$ cat src/rtl/if_stage_fetch.sv
// if_stage_fetch: instruction fetch stage. It holds the program counter, runs
// a req/ack handshake to instruction memory, owns the IF/ID register and a
// one-entry skid buffer, honours decode freeze and execute redirects.
// Optional build macro: IF_STAT_COUNTERS_EN adds fetch_count/bubble_count.
module if_stage_fetch #(
    parameter int unsigned                 ADDRESS_LEN     = 32,
    parameter int unsigned                 INSTRUCTION_LEN = 32,
    parameter logic [ADDRESS_LEN-1:0]      RESET_PC        = '0,
    parameter int unsigned                 PC_STEP         = 4
) (
    input  logic                       clk,
    input  logic                       rst,
    input  logic                       freeze,
    input  logic                       branch_taken,
    input  logic [ADDRESS_LEN-1:0]     branch_address,
    output logic                       imem_req,
    output logic [ADDRESS_LEN-1:0]     imem_addr,
    input  logic                       imem_ack,
    input  logic [INSTRUCTION_LEN-1:0] imem_rdata,
    output logic [ADDRESS_LEN-1:0]     PC,
    output logic [INSTRUCTION_LEN-1:0] Instruction,
    output logic                       valid
`ifdef IF_STAT_COUNTERS_EN
    ,
    output logic [31:0]                fetch_count,
    output logic [31:0]                bubble_count
`endif
);

    localparam logic [1:0] FETCH = 2'd0;
    localparam logic [1:0] HOLD  = 2'd1;
    localparam logic [1:0] DRAIN = 2'd2;

    localparam logic [ADDRESS_LEN-1:0] STEP     = ADDRESS_LEN'(PC_STEP);
    localparam logic [ADDRESS_LEN-1:0] WORD_MSK = ~ADDRESS_LEN'(3);

    logic [1:0]                 state;
    logic [ADDRESS_LEN-1:0]     pc_reg;
    logic [ADDRESS_LEN-1:0]     pc_next;
    logic [ADDRESS_LEN-1:0]     pend_pc;
    logic [ADDRESS_LEN-1:0]     target;
    logic [ADDRESS_LEN-1:0]     skid_pc;
    logic [INSTRUCTION_LEN-1:0] skid_instr;

    // Handshake outputs: the address is the PC itself, so it cannot move
    // while a request is waiting for its ack.
    always_comb begin
        imem_req  = rst && (state != HOLD);
        imem_addr = pc_reg;
        pc_next   = pc_reg + STEP;
        target    = branch_address & WORD_MSK;
    end

    // PC, state machine, skid buffer and IF/ID register.
    always_ff @(posedge clk) begin
        if (!rst) begin
            state       <= FETCH;
            pc_reg      <= RESET_PC;
            pend_pc     <= '0;
            skid_pc     <= '0;
            skid_instr  <= '0;
            PC          <= '0;
            Instruction <= '0;
            valid       <= 1'b0;
        end else if (branch_taken) begin
            // Redirect beats freeze; a still-open request must be drained
            // before the new target may be presented.
            valid       <= 1'b0;
            Instruction <= '0;
            skid_pc     <= '0;
            skid_instr  <= '0;
            case (state)
                FETCH: begin
                    if (imem_ack) begin
                        pc_reg <= target;
                    end else begin
                        pend_pc <= target;
                        state   <= DRAIN;
                    end
                end
                DRAIN: begin
                    if (imem_ack) begin
                        pc_reg <= target;
                        state  <= FETCH;
                    end else begin
                        pend_pc <= target;
                    end
                end
                default: begin
                    pc_reg <= target;
                    state  <= FETCH;
                end
            endcase
        end else begin
            case (state)
                FETCH: begin
                    if (imem_ack && !freeze) begin
                        PC          <= pc_next;
                        Instruction <= imem_rdata;
                        valid       <= 1'b1;
                        pc_reg      <= pc_next;
                    end else if (imem_ack) begin
                        skid_instr <= imem_rdata;
                        skid_pc    <= pc_next;
                        pc_reg     <= pc_next;
                        state      <= HOLD;
                    end else if (!freeze) begin
                        valid <= 1'b0;
                    end
                end
                HOLD: begin
                    if (!freeze) begin
                        PC          <= skid_pc;
                        Instruction <= skid_instr;
                        valid       <= 1'b1;
                        state       <= FETCH;
                    end
                end
                DRAIN: begin
                    valid <= 1'b0;
                    if (imem_ack) begin
                        pc_reg <= pend_pc;
                        state  <= FETCH;
                    end
                end
                default: begin
                    valid <= 1'b0;
                    state <= FETCH;
                end
            endcase
        end
    end

`ifdef IF_STAT_COUNTERS_EN
    logic fetch_hit;
    logic bubble_load;

    // Classify the current cycle for the statistics counters.
    always_comb begin
        fetch_hit   = rst && !branch_taken && (state == FETCH) && imem_ack;
        bubble_load = rst && !freeze &&
                      (branch_taken || (state == DRAIN) ||
                       ((state == FETCH) && !imem_ack));
    end

    // Free-running wrapping statistics counters.
    always_ff @(posedge clk) begin
        if (!rst) begin
            fetch_count  <= '0;
            bubble_count <= '0;
        end else begin
            if (fetch_hit)   fetch_count  <= fetch_count + 32'd1;
            if (bubble_load) bubble_count <= bubble_count + 32'd1;
        end
    end
`endif

endmodule

$ cat config.mk
export PLATFORM = sky130hd
export DESIGN_NAME = if_stage_fetch
export DESIGN_NICKNAME = d
export VERILOG_FILES = /design/src/rtl/if_stage_fetch.sv
export SDC_FILE = /design/constraint.sdc
export NUM_CORES = 1
export LEC_CHECK = 0
export CORE_MARGIN = 2
export CORE_UTILIZATION = 56
export DETAILED_ROUTE_END_ITERATION = 8
export PLACE_DENSITY = 0.83
export SKIP_LAST_GASP = 1
export SLEW_MARGIN = 5
export SYNTH_ARGS = -nofsm -noshare
export SYNTH_HDL_FRONTEND = slang
export SYNTH_SLANG_ARGS = --single-unit
$ cat constraint.sdc
create_clock -name clk -period 4.2 [get_ports clk]
set_clock_uncertainty 0.2 [all_clocks]
set_input_delay 0.42 -clock clk [delete_from_list [all_inputs] [get_ports clk]]
set_output_delay 0.42 -clock clk [all_outputs]
set_load 0.02 [all_outputs]
==> metrics, run 1 <==
outcome complete, no violations; total core area 0.0146 mm²; vias per std cell 5.97; Setup violations, final 0; Synth Instances 1,106; Clock transition at path regs 70 ps; number of synthesized register bits 187; static leakage 3.69 nW; Tmin final 2790 ps; root buffer cell clkbuf_16; largest area contributor in the netlist dfxtp_1; WS Path Type reg -> reg; cells along the critical path ha_1, nand3_1, nor4_2, nand4_1, xor2_1, o221ai_1; Maximum Capacitance Violations 0; Placed Instances 1,376; routed vias 8,394; grt met1 use 39.6%; proportion of layout cells with a drive suffix above 1 6.05%; met2 usage 45.3%; grt met3 use 4.73%; Post-Layout Cell Count 1,407; WP data required 4300 ps; Max stage delay on crit path 620 ps; antenna viol nets, final 0; synth warn 0; CP Capture Type flip-flop; die area 0.0162 mm²; worst hold slack 250 ps; CTS H-Tree Depth 4; largest net degree at the start of global routing 65; Antenna diodes 0; first-pass GRT wire length 37.4 mm; Post-synth top flop dfxtp_1; clock latency on the worst-skew pair 430 ps; Post-Syn Area 0.00849 mm²; Hold Buf Count CTS 0; routed wire length 23.4 mm; Synth top area share 44.1%; initial core utilization 58.0%; RSZ-0062 raised after global routing false; postcts setup bufs 0; EDFF count, synth 0; post-synth cell types 62; crit-path max FO 9; asr flop ratio synth 0%; Slew @ Worst Pin 919 ps; area grow syn2layout 25.8%; reg2reg start imem_addr[2]; 1st-pass router iterations 7; Slew Limit Fails 0; global route overflow 0; Avg WL per Cell 16.6 µm; Clock Path Buffers 2; pwr/cell area 383 mW/mm²; Final period util 66.5%; CP Launch Type flip-flop; gr usage total 28.4%; critical path arrival 2890 ps; CP startpoint imem_addr[2]; GPL Wtd Cong 0.927; critical path's slowest cell nor4_2; setup tns final 0 ps; sequential area share after synthesis 44.1%; hold violation count in the final report 0; fin nets 1,281; DP HPWL 15.3 mm; Die Span Y 127 µm; Max Fclk 358 MHz; gr busiest metal met2; top cells by area, synth dfxtp_1, nand2_1, a21oi_1; vias in the first global route 7,460; clock sinks 187; initial antenna violation count 0; worst vdd ir 0.268 mV; row cnt 44; Mean Syn Cell Area 7.67 µm²; port buffer count 160; CTS tree yes; Hold WC Path Type in -> reg; Num CTS Buffers 17; Die Wd 127 µm; I/O pins 167; HP Start branch_taken; post-cts sizing count 0; initial drt markers 922; # DRC 0; Slew headroom 38.7%
==> layout by cell type (no fill, tap or decap), drive strengths merged, types with 10 or more instances in the layout <==
master / n
a211oi: 19
a21oi: 123
a311oi: 38
and3: 12
buf: 21
clkbuf: 21
clkdlybuf4s50: 159
dfxtp: 187
inv: 10
nand2: 256
nand3: 34
nand4: 14
nor2: 105
nor3: 25
o211ai: 20
o21ai: 55
o32ai: 10
xnor2: 12
==> cells in the mapped netlist, types with 3 or more instances <==
cell type    n
a21o_1       5
o221ai_1     5
o21ai_0     54
o31a_1       4
o22ai_1      5
and4_1       4
and3_1      12
o21a_1       3
inv_1        8
nor2b_1      3
nand4_1     13
buf_1        5
nor4_1       5
buf_4        8
dfxtp_1    187
buf_2       17
a31oi_1      8
o32ai_1      8
nand2_1    255
and2_1       4
a21oi_1    123
xnor2_1     12
a311oi_1    38
xor2_1       5
nand2b_1     5
clkbuf_1    66
nand3_1     32
mux2i_1      3
nor2_1     105
o211ai_1    20
a211oi_1    19
nor4_2       3
nor3_1      24
or3_1        4
==> routing by layer <==
metal / part of all wire [%] / wire [µm]
met1: 44 / 10300
met2: 46 / 10900
met3: 8.0 / 1870
met4: 1.7 / 401
met5: 0 / 0
==> layout make-up <==
class | instances | area, µm²
repair buffers | 180 | 1760
fillers | 1139 | 3960
flip-flops and latches | 187 | 3740
clock buffers | 21 | 470
inverters | 10 | 37.5
well taps | 184 | 230
clock inverters | 10 | 116
multi-input cells | 815 | 4320
==> logic make-up after synthesis <==
kind of cell,Yosys count,synth area share [%]
XOR/XNOR,17,1.75
AND/OR/NAND/NOR,479,24.8
buffers and inverters,107,5.42
flip-flops,187,44.1
adder cells (fa/ha/maj),1,0.147
AO/OA/AOI/OAI,311,23.4
other,1,0.0442
multiplexers,3,0.354
==> state kept, by name, summed over array words and instances, names as in the netlist <==
| name | cells |
|---|---|
| PC | 30 |
| imem_addr | 30 |
| skid_pc | 30 |
| Instruction | 32 |
| pend_pc | 30 |
| state | 2 |
| skid_instr | 32 |
| valid | 1 |
==> metrics by stage <==
step / area, µm² / util, % / power (mW) / worst slack (ps)
2_1_floorplan: 8500 / - / 2.27 / 1880
3_3_place_gp: 10100 / 68.9 / 2.51 / 1250
3_5_place_dp: 10100 / 68.9 / 2.52 / 1180
4_1_cts: 10700 / 72.9 / 4.10 / 1510
5_1_grt: 10700 / 72.9 / 4.23 / 1300
6_report: 10700 / 72.9 / 4.09 / 1410
==> final timing paths <==
kind,slack [ps],cells after the start,end
setup / recovery,1410,6,PC[28]
hold / removal,250,3,state[1]
setup reg to reg,1410,6,PC[28]
hold reg to reg,250,2,pend_pc[17]
==> report_power, final <==
group / internal, mW / switching [mW]
clock network: 0.922 / 0.681
registers: 1.85 / 0.0742
logic: 0.240 / 0.333
total: 3.01 / 1.09
==> worst max-delay path: cells and delay by family, from the launching register on <==
kind,cells,cell delay (ps)
compound gates,1,190
xor+xnor,1,450
fa+ha+maj,1,270
flops,1,540
simple gates,3,1000
Power figures use the tool's default switching activity.
==> run 2, diff against run 1 <==
--- a/config.mk
+++ b/config.mk
@@ -6,9 +6,9 @@
 export NUM_CORES = 1
 export LEC_CHECK = 0
 export CORE_MARGIN = 2
-export CORE_UTILIZATION = 56
+export CORE_UTILIZATION = 47
 export DETAILED_ROUTE_END_ITERATION = 8
-export PLACE_DENSITY = 0.83
+export PLACE_DENSITY = 0.74
 export SKIP_LAST_GASP = 1
 export SLEW_MARGIN = 5
 export SYNTH_ARGS = -nofsm -noshare
==> constraint.sdc (replaced) <==
create_clock -name clk -period 2.5 [get_ports clk]
set_clock_uncertainty 0.2 [all_clocks]
set_input_delay 0.25 -clock clk [delete_from_list [all_inputs] [get_ports clk]]
set_output_delay 0.25 -clock clk [all_outputs]
set_load 0.02 [all_outputs]
==> run 2 against run 1 <==
- design area increased by 4.6%
- die area increased by 19%
- first-iteration DRC count decreased by 19%
- clock power increased by 72%
- final cell count increased by 6.3%
- core utilization decreased by 10 points
- power increased by 71%
- critical path depth decreased by 3
- sequential share of layout area decreased by 1.5 points
- largest cell class unchanged
==> metrics, run 2 (synthesized netlist as in run 1, its figures left out) <==
1st-pass router iterations 5 (was 7); Psw 2.08 mW (was 1.09 mW); Die Span Y 138 µm (was 127 µm); internal power 4.93 mW (was 3.01 mW); Slew @ Worst Pin 644 ps (was 919 ps); worst slack, placed 70.6 ps (was 1180 ps); global route overflow 0 (unchanged); outcome complete, no violations (unchanged); clock sinks 187 (unchanged); critical path's slowest cell dfxtp_1 (was nor4_2); vias per std cell 5.68 (was 5.97); Clock Path Buffers 2 (unchanged); CTS H-Tree Depth 4 (unchanged); Num CTS Buffers 17 (unchanged); worst vdd ir 0.538 mV (was 0.268 mV); multi-input logic area 0.00433 mm² (was 0.00432 mm²); area grow syn2layout 31.7% (was 25.8%); initial antenna violation count 0 (unchanged); die area 0.0192 mm² (was 0.0162 mm²); initial drt markers 748 (was 922); vias in the first global route 7,806 (was 7,460); fillers 1,559 (was 1,139); DP HPWL 16.8 mm (was 15.3 mm); Max Fclk 413 MHz; Post-Layout Cell Count 1,496 (was 1,407); routed vias 8,501 (was 8,394); sequential share of power 45.8% (was 46.9%); postcts setup bufs 0 (unchanged); Tmin final 2420 ps; largest registers Instruction x32, skid_instr x32 (unchanged); crit-path max FO 11 (was 9); Net Sw Frac 29.7% (was 26.6%); Hold WC Path Type in -> reg (unchanged); row cnt 49 (was 44); I/O pins 167 (unchanged); antenna viol nets, final 0 (unchanged); static leakage 3.95 nW (was 3.69 nW); GPL Wtd Cong 0.866 (was 0.927); port buffer count 160 (unchanged); RSZ-0062 raised after global routing false (unchanged); # DRC 0 (unchanged); total core area 0.0178 mm² (was 0.0146 mm²); cells along the critical path nor2b_4, nor2_1, clkdlybuf4s50_1 (was ha_1, nand3_1, nor4_2, nand4_1, xor2_1, o221ai_1); Die Wd 138 µm (was 127 µm); clock latency on the worst-skew pair 450 ps (was 430 ps); Logic pwr share 15.0% (was 14.0%); CTS tree yes (unchanged); Slew Limit Fails 0 (unchanged); routed wire length 24.4 mm (was 23.4 mm); commonest non-fill, non-tap cell in the layout nand2_1 (unchanged); Clock transition at path regs 80 ps (was 70 ps); Avg WL per Cell 16.3 µm (was 16.6 µm); Top delay family on crit path flip-flops (was simple AND/OR/NAND/NOR gates); Maximum Capacitance Violations 0 (unchanged); Final period util 96.9%; first-pass GRT wire length 39.4 mm (was 37.4 mm); Placed Instances 1,464 (was 1,376); initial core utilization 47.6% (was 58.0%); Clock power frac 39.2% (was 39.1%); WS Path Type reg -> out (was reg -> reg); hold violation count in the final report 0 (unchanged); Storage cell area 0.00374 mm² (about the same); root buffer cell clkbuf_16 (unchanged); Antenna diodes 0 (unchanged); WP data required 2050 ps (was 4300 ps); Max stage delay on crit path 620 ps (about the same); highest-count cells in the layout ignoring fill and taps nand2_1, dfxtp_1, clkdlybuf4s50_1 (unchanged); total power 7.01 mW (was 4.09 mW); setup tns final 0 ps (unchanged); Slew headroom 57.1% (was 38.7%); gr usage total 25.1% (was 28.4%); final core utilization 62.6% (was 72.9%); proportion of layout cells with a drive suffix above 1 9.47% (was 6.05%); CP Launch Type flip-flop (unchanged); Final WS setup 77.0 ps (was 1410 ps); crit path buf inv count 1 (was 0); critical path arrival 1970 ps (was 2890 ps); Hold Buf Count CTS 0 (unchanged); largest net degree at the start of global routing 65 (unchanged); pwr/cell area 627 mW/mm² (was 383 mW/mm²); fin nets 1,324 (was 1,281); CP Capture Type output pin (was flip-flop); Setup violations, final 0 (unchanged); post-cts sizing count 0 (unchanged)
## run 2: cell count changes in the layout (fill, tap and decap cells not counted), sizes merged
cell and change:
clkinvlp -2, clkbuf -4, clkinv +1, buf +43, inv +8, bufinv -2
## run 2: final cells by class
type	count	share of cell area [%]
multi-input cells	815	38.7
flip-flops and latches	187	33.5
repair buffers	223	19.4
clock buffers	17	3.81
well taps	229	2.56
clock inverters	15	1.67
inverters	10	0.336
## run 2: per-layer routing
layer  vias to the layer above  track usage [%]  share of wire (%)
met3                        45             5.26                7.5
met2                       334             40.1                 46
met4                         0             8.38                2.3
li1                       4189                -                  -
met1                      3933             33.9                 44
met5                         -                0                  0
## run 2: stage by stage
stage / hold slack, ps / instance area (µm²)
floorplan: 186 / 8500
global placement: 239 / 10600
detailed placement: 243 / 10600
CTS: 14.7 / 11200
global route: 94.3 / 11200
finish: 22.5 / 11200
## run 2: power groups by stage
stage	Clock [mW]	Combinational [mW]	Sequential [mW]
2_1_floorplan	0	0.487	3.33
3_3_place_gp	0	1.03	3.27
3_5_place_dp	0	1.04	3.27
4_1_cts	2.79	1.05	3.20
5_1_grt	2.90	1.14	3.22
6_report	2.75	1.05	3.21
## run 2: final timing paths
check | start | end | cells after the start | slack (ps)
worst max-delay path | state[0] | imem_req | 3 | 80
worst max register to register | imem_addr[11] | PC[28] | 6 | 150
worst min-delay path | branch_taken | state[1] | 3 | 20
worst min register to register | pend_pc[17] | pend_pc[17] | 2 | 250
## run 2: worst min-delay path: stages
cell	delay [ps]
buf_2	170
o21ai_0	170
nor2_1	50
==> run 3, diff against run 2 <==
--- a/config.mk
+++ b/config.mk
@@ -6,9 +6,9 @@
 export NUM_CORES = 1
 export LEC_CHECK = 0
 export CORE_MARGIN = 2
-export CORE_UTILIZATION = 47
+export CORE_UTILIZATION = 56
 export DETAILED_ROUTE_END_ITERATION = 8
-export PLACE_DENSITY = 0.74
+export PLACE_DENSITY = 0.83
 export SKIP_LAST_GASP = 1
 export SLEW_MARGIN = 5
 export SYNTH_ARGS = -nofsm -noshare
==> constraint.sdc (replaced) <==
create_clock -name clk -period 3.1 [get_ports clk]
set_clock_uncertainty 0.2 [all_clocks]
set_input_delay 0.31 -clock clk [delete_from_list [all_inputs] [get_ports clk]]
set_output_delay 0.31 -clock clk [all_outputs]
set_load 0.02 [all_outputs]
==> run 3 against run 2 <==
- clock power fell by 20%
- register-to-register slack improved by 370 ps
- critical path type is now reg -> reg
- first-iteration DRC count rose by 27%
- largest cell class unchanged
==> metrics, run 3 (synthesized netlist as in run 1, its figures left out) <==
Slew @ Worst Pin 645 ps (was 644 ps); crit-path max FO 9 (was 11); CTS tree yes (unchanged); first-pass GRT wire length 38.0 mm (was 39.4 mm); initial antenna violation count 0 (unchanged); post-cts sizing count 0 (unchanged); antenna viol nets, final 0 (unchanged); RSZ-0062 raised after global routing false (unchanged); global route overflow 0 (unchanged); vias per std cell 5.96 (was 5.68); Storage cell area 0.00374 mm² (about the same); Die Wd 127 µm (was 138 µm); Max Fclk 388 MHz; Hold Buf Count CTS 0 (unchanged); Placed Instances 1,385 (was 1,464); Slew Limit Fails 0 (unchanged); Clock transition at path regs 70 ps (was 80 ps); root buffer cell clkbuf_16 (unchanged); CTS H-Tree Depth 4 (unchanged); Final period util 83.1%; GPL Wtd Cong 0.901 (was 0.866); Clock Path Buffers 2 (unchanged); fillers 1,128 (was 1,559); outcome complete, no violations (unchanged); Post-Layout Cell Count 1,416 (was 1,496); total power 5.59 mW (was 7.01 mW); largest registers Instruction x32, skid_instr x32 (unchanged); total core area 0.0146 mm² (was 0.0178 mm²); setup tns final 0 ps (unchanged); port buffer count 160 (unchanged); postcts setup bufs 0 (unchanged); fin nets 1,290 (was 1,324); area grow syn2layout 27.0% (was 31.7%); row cnt 44 (was 49); Max Used Layer met4 (unchanged); # DRC 0 (unchanged); gr usage total 28.9% (was 25.1%); proportion of layout cells with a drive suffix above 1 6.66% (was 9.47%); Die Span Y 127 µm (was 138 µm); WP data required 3210 ps (was 2050 ps); multi-input logic area 0.00432 mm² (was 0.00433 mm²); commonest non-fill, non-tap cell in the layout nand2_1 (unchanged); WS Path Type reg -> reg (was reg -> out); Met3 Routed Length 1.97 mm (was 1.84 mm); Maximum Capacitance Violations 0 (unchanged); vias in the first global route 7,521 (was 7,806); I/O pins 167 (unchanged); static leakage 3.74 nW (was 3.95 nW); initial core utilization 58.0% (was 47.6%); routed vias 8,446 (was 8,501); Setup violations, final 0 (unchanged); routed wire length 23.9 mm (was 24.4 mm); metal1 wirelength 10.5 mm (was 10.9 mm); pwr/cell area 519 mW/mm² (was 627 mW/mm²); Avg WL per Cell 16.9 µm (was 16.3 µm); CP Launch Type flip-flop (unchanged); Num CTS Buffers 17 (unchanged); initial drt markers 948 (was 748); die area 0.0162 mm² (was 0.0192 mm²); 1st-pass router iterations 5 (unchanged); Antenna diodes 0 (unchanged); DP HPWL 15.4 mm (was 16.8 mm); highest-count cells in the layout ignoring fill and taps nand2_1, dfxtp_1, clkdlybuf4s50_1 (unchanged); worst hold slack 224 ps (was 22.5 ps); worst vdd ir 0.518 mV (was 0.538 mV); Slew headroom 55.8% (was 57.1%); clock sinks 187 (unchanged); largest net degree at the start of global routing 75 (was 65); Hold WC Path Type in -> reg (unchanged); CP Capture Type flip-flop (was output pin); Tmin final 2580 ps; metal2 WL 11.0 mm (was 11.2 mm); hold violation count in the final report 0 (unchanged); clock latency on the worst-skew pair 430 ps (was 450 ps); critical path arrival 2680 ps (was 1970 ps)
-- run 3: changes by cell type in the layout (fill, tap and decap cells not counted), sizes merged --
cell,delta
buf,-34
clkbuf,+4
inv,-5
clkinvlp,+1
bufinv,+2
clkinv,-3
-- run 3: worst max-delay path, cell delays in order, from the launching register on --
cell and delay [ps]:
dfxtp_1 540, ha_1 270, and3_1 380, nand2_4 110, or3_4 420, a2111oi_0 420
nor4_1 100
-- run 3: where the power goes --
| part | internal (mW) | leakage, nW | switching (mW) |
|---|---|---|---|
| Clock | 1.24 | 0.285 | 0.954 |
| Sequential | 2.50 | 1.52 | 0.101 |
| Combinational | 0.334 | 1.94 | 0.457 |
| Total | 4.07 | 3.74 | 1.51 |
-- run 3: worst paths after layout --
kind                startpoint       endpoint  slack [ps]  cells after the start
setup / recovery  imem_addr[2]         PC[20]         520                      6
hold / removal    branch_taken  imem_addr[27]         220                      3
setup reg to reg  imem_addr[2]         PC[20]         520                      6
hold reg to reg          PC[7]          PC[7]         250                      2
-- run 3: metal layers --
layer	global-route usage (%)	vias up
met3	5.49	41
li1	-	4109
met1	40.0	3898
met2	46.1	398
met4	8.86	0
met5	0	-
-- run 3: area by class of cell --
class                      instances  share of cell area [%]
clock buffer                      21                    4.27
clock inverter                    10                    1.20
inverter                          10                   0.348
multi-input combinational        815                    40.1
sequential                       187                    34.7
tap                              184                    2.14
timing repair buffer             189                    17.2
-- run 3: through the flow --
step / utilization [%] / setup slack, ps / area [µm²]
after floorplan: - / 775 / 8500
after global placement: 69.6 / 563 / 10200
after detailed placement: 69.6 / 547 / 10200
after CTS: 73.6 / 540 / 10800
after global routing: 73.6 / 431 / 10800
final: 73.6 / 524 / 10800
==> patch 1, RTL diff (flow settings as in run 1) <==
Set the localparam `HOLD` to 2'd0 (it was 2'd1).
--- a/src/rtl/if_stage_fetch.sv
+++ b/src/rtl/if_stage_fetch.sv
@@ -28,7 +28,7 @@
 );
 
     localparam logic [1:0] FETCH = 2'd0;
-    localparam logic [1:0] HOLD  = 2'd1;
+    localparam logic [1:0] HOLD  = 2'd0;
     localparam logic [1:0] DRAIN = 2'd2;
 
     localparam logic [ADDRESS_LEN-1:0] STEP     = ADDRESS_LEN'(PC_STEP);
Check against the original RTL: not equivalent (Yosys sat finds a counterexample within 4 cycles, from zero or initial values and one cycle with rst low).
==> patch 1 against run 1 <==
  * Critical path depth is 1 lower
  * Routed wire length is 25% lower
  * Global-route usage is 3.0 points higher
  * Cell area is 25% lower
  * Highest routed layer unchanged
  * Worst setup slack better by 69 ps
  * Total power is 26% lower
  * Via count is 27% lower
  * Synthesized area is 32% lower
  * Fmax is 2.5% higher
  * Non-clock buffer count is 6 lower
  * Sequential cell count is 62 lower
  * Combinational power is 28% lower
==> patch 1: results (changes against run 1) <==
| Metric | Value |
|---|---|
| First-pass GRT wire length | 28.0 mm (was 37.4 mm) |
| WP data arrival | 2970 ps (was 2890 ps) |
| Critical R2R Launch | imem_addr[5] (was imem_addr[2]) |
| Outcome | complete, no violations (unchanged) |
| Final period util | 64.9% (was 66.5%) |
| Min-Delay Path Class | in -> reg (unchanged) |
| VDD IR-drop max | 0.264 mV (was 0.268 mV) |
| First DRT Iteration DRCs | 567 (was 922) |
| Synth cell types | 59 (was 62) |
| Pin count of the biggest net entering global routing | 62 (was 65) |
| Pre-CTS WS | 1170 ps (was 1180 ps) |
| Top reg by flops | Instruction |
| Placer congestion estimate | 0.892 (was 0.927) |
| Hold depth | 3 (unchanged) |
| Final net count | 954 (was 1281) |
| R2R cell count | 5 (was 6) |
| Layout Cells excl Fill | 1033 (was 1407) |
| CTS buffer count | 17 (unchanged) |
| Leak | 2.74 nW (was 3.69 nW) |
| DR pass1 iterations | 5 (was 7) |
| Sequential share of the synthesized area | 43.4% (was 44.1%) |
| Register-to-register setup slack | 1470 ps (was 1410 ps) |
| Critical Path Fanout Max | 11 (was 9) |
| Detailed-placement wirelength estimate | 12.0 mm (was 15.3 mm) |
| Commonest cells post-synth | 179 x nand2_1, 125 x dfxtp_1, 111 x a21oi_1, 53 x o21ai_0, 52 x clkbuf_1 (was 255 x nand2_1, 187 x dfxtp_1, 123 x a21oi_1, 105 x nor2_1, 66 x clkbuf_1) |
| Placed instance area | 0.00742 mm2 (was 0.0101 mm2) |
| Cell with the largest stage delay on the worst path | or4_4 (was nor4_2) |
| Ratio of cells with drive above 1 in the final layout | 6.80% (was 6.05%) |
| Ranking of synthesized cells by area | dfxtp_1 43%, nand2_1 12%, a21oi_1 9.6% (was dfxtp_1 44%, nand2_1 11%, a21oi_1 7.3%) |
| Hold path start | imem_rdata[14] (was branch_taken) |
| Max reg flops | 32 |
| WHS | 243 ps (was 250 ps) |
| Clock root cell | clkbuf_8 (was clkbuf_16) |
| Hold path endpoint | Instruction[14] (was state[1]) |
| Clk Latency, worst-skew pair | 520 ps (was 430 ps) |
| Drt total wl | 17.5 mm (was 23.4 mm) |
| Slowest cell delay on critical path | 600 ps (was 620 ps) |
| Vias in the first global route | 5843 (was 7460) |
| Max clock buf depth | 2 (unchanged) |
| GRT Overall Usage | 31.4% (was 28.4%) |
| Total setup buffers inserted after CTS | 0 (unchanged) |
| Vias/cell | 5.93 (was 5.97) |
| Initial antenna violation count | 0 (unchanged) |
| Cells after Synth | 751 (was 1106) |
| Ys flop type | dfxtp_1 (unchanged) |
| Reg-to-reg endpoint | imem_addr[26] (was PC[28]) |
| Slew headroom | 27.2% (was 38.7%) |
[patch 1: report_power, final]
group	internal [mW]	total, mW	switching (mW)
sequential	1.23	1.29	0.0577
combinational	0.189	0.412	0.223
clock	0.798	1.35	0.548
total	2.22	3.05	0.829
[patch 1: final cells by class]
cell class,instances,area [um2]
multi-input combinational,562,3030
timing repair buffer,174,1710
tap,136,170
clock buffer,18,428
inverter,4,15.0
clock inverter,14,121
fill,759,2210
sequential,125,2500
[patch 1: worst max path at each step]
stage / endpoint / cells past startpoint
final: imem_addr[26] / 5
after global routing: imem_addr[22] / 5
after CTS: imem_addr[26] / 5
after detailed placement: valid / 5
after global placement: valid / 5
after floorplan: imem_addr[26] / 6
[patch 1: metal layers]
metal  vias to the layer above  share of wire [%]  track usage [%]
met5                         -                  0                0
met4                         0                2.5             12.5
met3                        43                 11             10.5
met2                       380                 46             50.7
met1                      2795                 40             38.8
li1                       2907                  -                -
[patch 1: worst max-delay path, delay by kind of cell (launching register included)]
kind	cells	cell delay [ps]
flops	1	480
compound gates	1	170
simple gates	4	1780
[patch 1: cells by family after synthesis]
group / Yosys count / share of synthesized area [%]
simple gates: 295 / 23.7
compound gates: 231 / 23.2
flops: 125 / 43.4
buf+inv: 68 / 4.79
xor+xnor: 26 / 3.95
mux: 4 / 0.694
fa+ha+maj: 1 / 0.217
other cells: 1 / 0.0650
==> patch 2, RTL diff (config.mk and constraints of run 1) <==
Without the edit above. The option `IF_STAT_COUNTERS_EN` is turned on by a define.
--- a/src/rtl/if_stage_fetch.sv
+++ b/src/rtl/if_stage_fetch.sv
@@ -2,6 +2,8 @@
 // a req/ack handshake to instruction memory, owns the IF/ID register and a
 // one-entry skid buffer, honours decode freeze and execute redirects.
 // Optional build macro: IF_STAT_COUNTERS_EN adds fetch_count/bubble_count.
+`define IF_STAT_COUNTERS_EN
+
 module if_stage_fetch #(
     parameter int unsigned                 ADDRESS_LEN     = 32,
     parameter int unsigned                 INSTRUCTION_LEN = 32,
Behaviour (old outputs only; new: bubble_count and fetch_count): unchanged (Yosys induction, for registers that start in step).
==> patch 2 against run 1 <==
  * Die area increased by 32%
  * Sequential share of layout area decreased by 0.28 points
  * Worst setup slack got worse by 79 ps
  * Synthesized area increased by 33%
  * Cell area increased by 35%
  * Routed wire length increased by 35%
  * Sequential power increased by 32%
  * Via count increased by 32%
  * Synthesized cell count increased by 30%
  * Total power increased by 30%
  * Global-route usage about the same
  * Utilization decreased by 0.81 points
  * Clock power increased by 38%
  * Sequential cell count increased by 64
  * Critical path type unchanged
==> patch 2: results (changes against run 1) <==
| Metric | Value |
|---|---|
| Outcome | complete, no violations (unchanged) |
| CTS buffer count | 26 (was 17) |
| M1 GR Usage | 39.6% (about the same) |
| Ranking of synthesized cells by area | dfxtp_1 44%, nand2_1 9.5%, a21oi_1 6.5% (was dfxtp_1 44%, nand2_1 11%, a21oi_1 7.3%) |
| Slew headroom | 20.2% (was 38.7%) |
| Detailed-placement wirelength estimate | 20.7 mm (was 15.3 mm) |
| P_clk | 2.21 mW (was 1.60 mW) |
| Placed cell count | 1846 (was 1376) |
| Synth cell types | 60 (was 62) |
| Cells after Synth | 1443 (was 1106) |
| P_seq | 2.53 mW (was 1.92 mW) |
| WL met1 | 13.5 mm (was 10.3 mm) |
| Slowest cell delay on critical path | 770 ps (was 620 ps) |
| Leak | 4.91 nW (was 3.69 nW) |
| Cell with the largest stage delay on the worst path | or4_1 (was nor4_2) |
| Critical Path Fanout Max | 26 (was 9) |
| Post-synth top area share | 44.4% (was 44.1%) |
| DR pass1 iterations | 6 (was 7) |
| Ratio of cells with drive above 1 in the final layout | 4.51% (was 6.05%) |
| Vias | 11083 (was 8394) |
| Switching Fraction | 24.9% (was 26.6%) |
| Layout Cells excl Fill | 1889 (was 1407) |
| P_sw | 1.33 mW (was 1.09 mW) |
| H-tree levels | 1 (was 4) |
| Pre-CTS WS | 973 ps (was 1180 ps) |
| Initial antenna violation count | 2 (was 0) |
| Routed wl met3 | 2.59 mm (was 1.87 mm) |
| Routed WL per cell | 16.7 um (was 16.6 um) |
| Min-Delay Path Class | reg -> reg (was in -> reg) |
| DR top layer | met5 (was met4) |
| Max clock buf depth | 3 (was 2) |
| Final net count | 1676 (was 1281) |
| Placed instance area | 0.0136 mm2 (was 0.0101 mm2) |
| Routing usage on met3 | 4.47% (was 4.73%) |
| WP data arrival | 3110 ps (was 2890 ps) |
| Port Buf Inserts | 224 (was 160) |
| Commonest cells post-synth | 286 x nand2_1, 251 x dfxtp_1, 148 x a21oi_1, 126 x nor2_1, 93 x clkbuf_1 (was 255 x nand2_1, 187 x dfxtp_1, 123 x a21oi_1, 105 x nor2_1, 66 x clkbuf_1) |
| First DRT Iteration DRCs | 994 (was 922) |
| Clock slew at reported path FFs | 60 ps |
| First-pass GRT wire length | 51.2 mm (was 37.4 mm) |
| Met2 Track Usage GR | 46.2% (was 45.3%) |
| Placer congestion estimate | 0.839 (was 0.927) |
| VDD IR-drop max | 0.270 mV (was 0.268 mV) |
| Met2 wire length | 14.9 mm (was 10.9 mm) |
| Clk Latency, worst-skew pair | 520 ps (was 430 ps) |
-- patch 2: cell count changes in the layout (fill, tap and decap cells not counted), sizes merged, moves of 17 or more --
| cell | before | now |
|---|---|---|
| and3 | 12 | 34 |
| or4 | 1 | 19 |
| nand4 | 14 | 31 |
| xor2 | 5 | 22 |
| clkbuf | 21 | 40 |
| clkdlybuf4s50 | 159 | 223 |
| dfxtp | 187 | 251 |
| xnor2 | 12 | 38 |
| o22ai | 5 | 24 |
| nand2 | 256 | 286 |
| a21oi | 123 | 148 |
| o21ai | 55 | 72 |
| nor2 | 105 | 126 |
-- patch 2: final cells by class --
| type | count | area [um2] |
|---|---|---|
| Sequential cell | 251 | 5020 |
| Timing Repair Buffer | 243 | 2390 |
| Clock buffer | 40 | 774 |
| Inverter | 19 | 73.8 |
| Clock inverter | 2 | 35.0 |
| Antenna cell | 1 | 2.50 |
| Fill cell | 1600 | 5590 |
| Multi-Input combinational cell | 1063 | 5810 |
| Tap cell | 270 | 338 |
-- patch 2: final timing paths --
path | from | end | slack, ps | cells past startpoint
min reg2reg | pend_pc[5] | pend_pc[5] | 250 | 2
max | bubble_count[5] | bubble_count[25] | 1330 | 5
max reg2reg | bubble_count[5] | bubble_count[25] | 1330 | 5
min | pend_pc[5] | pend_pc[5] | 250 | 2
-- patch 2: cells by family (layout without fill, tap and decap cells) --
family / after synthesis / in the layout / share of synthesized area [%]
xor+xnor: 60 / 60 / 4.64
compound gates: 356 / 356 / 19.0
fa+ha+maj: 3 / 3 / 0.331
mux: 4 / 4 / 0.353
flops: 251 / 251 / 44.4
buf+inv: 132 / 304 / 4.64
other cells: 1 / 5 / 0.0331
simple gates: 636 / 636 / 26.6
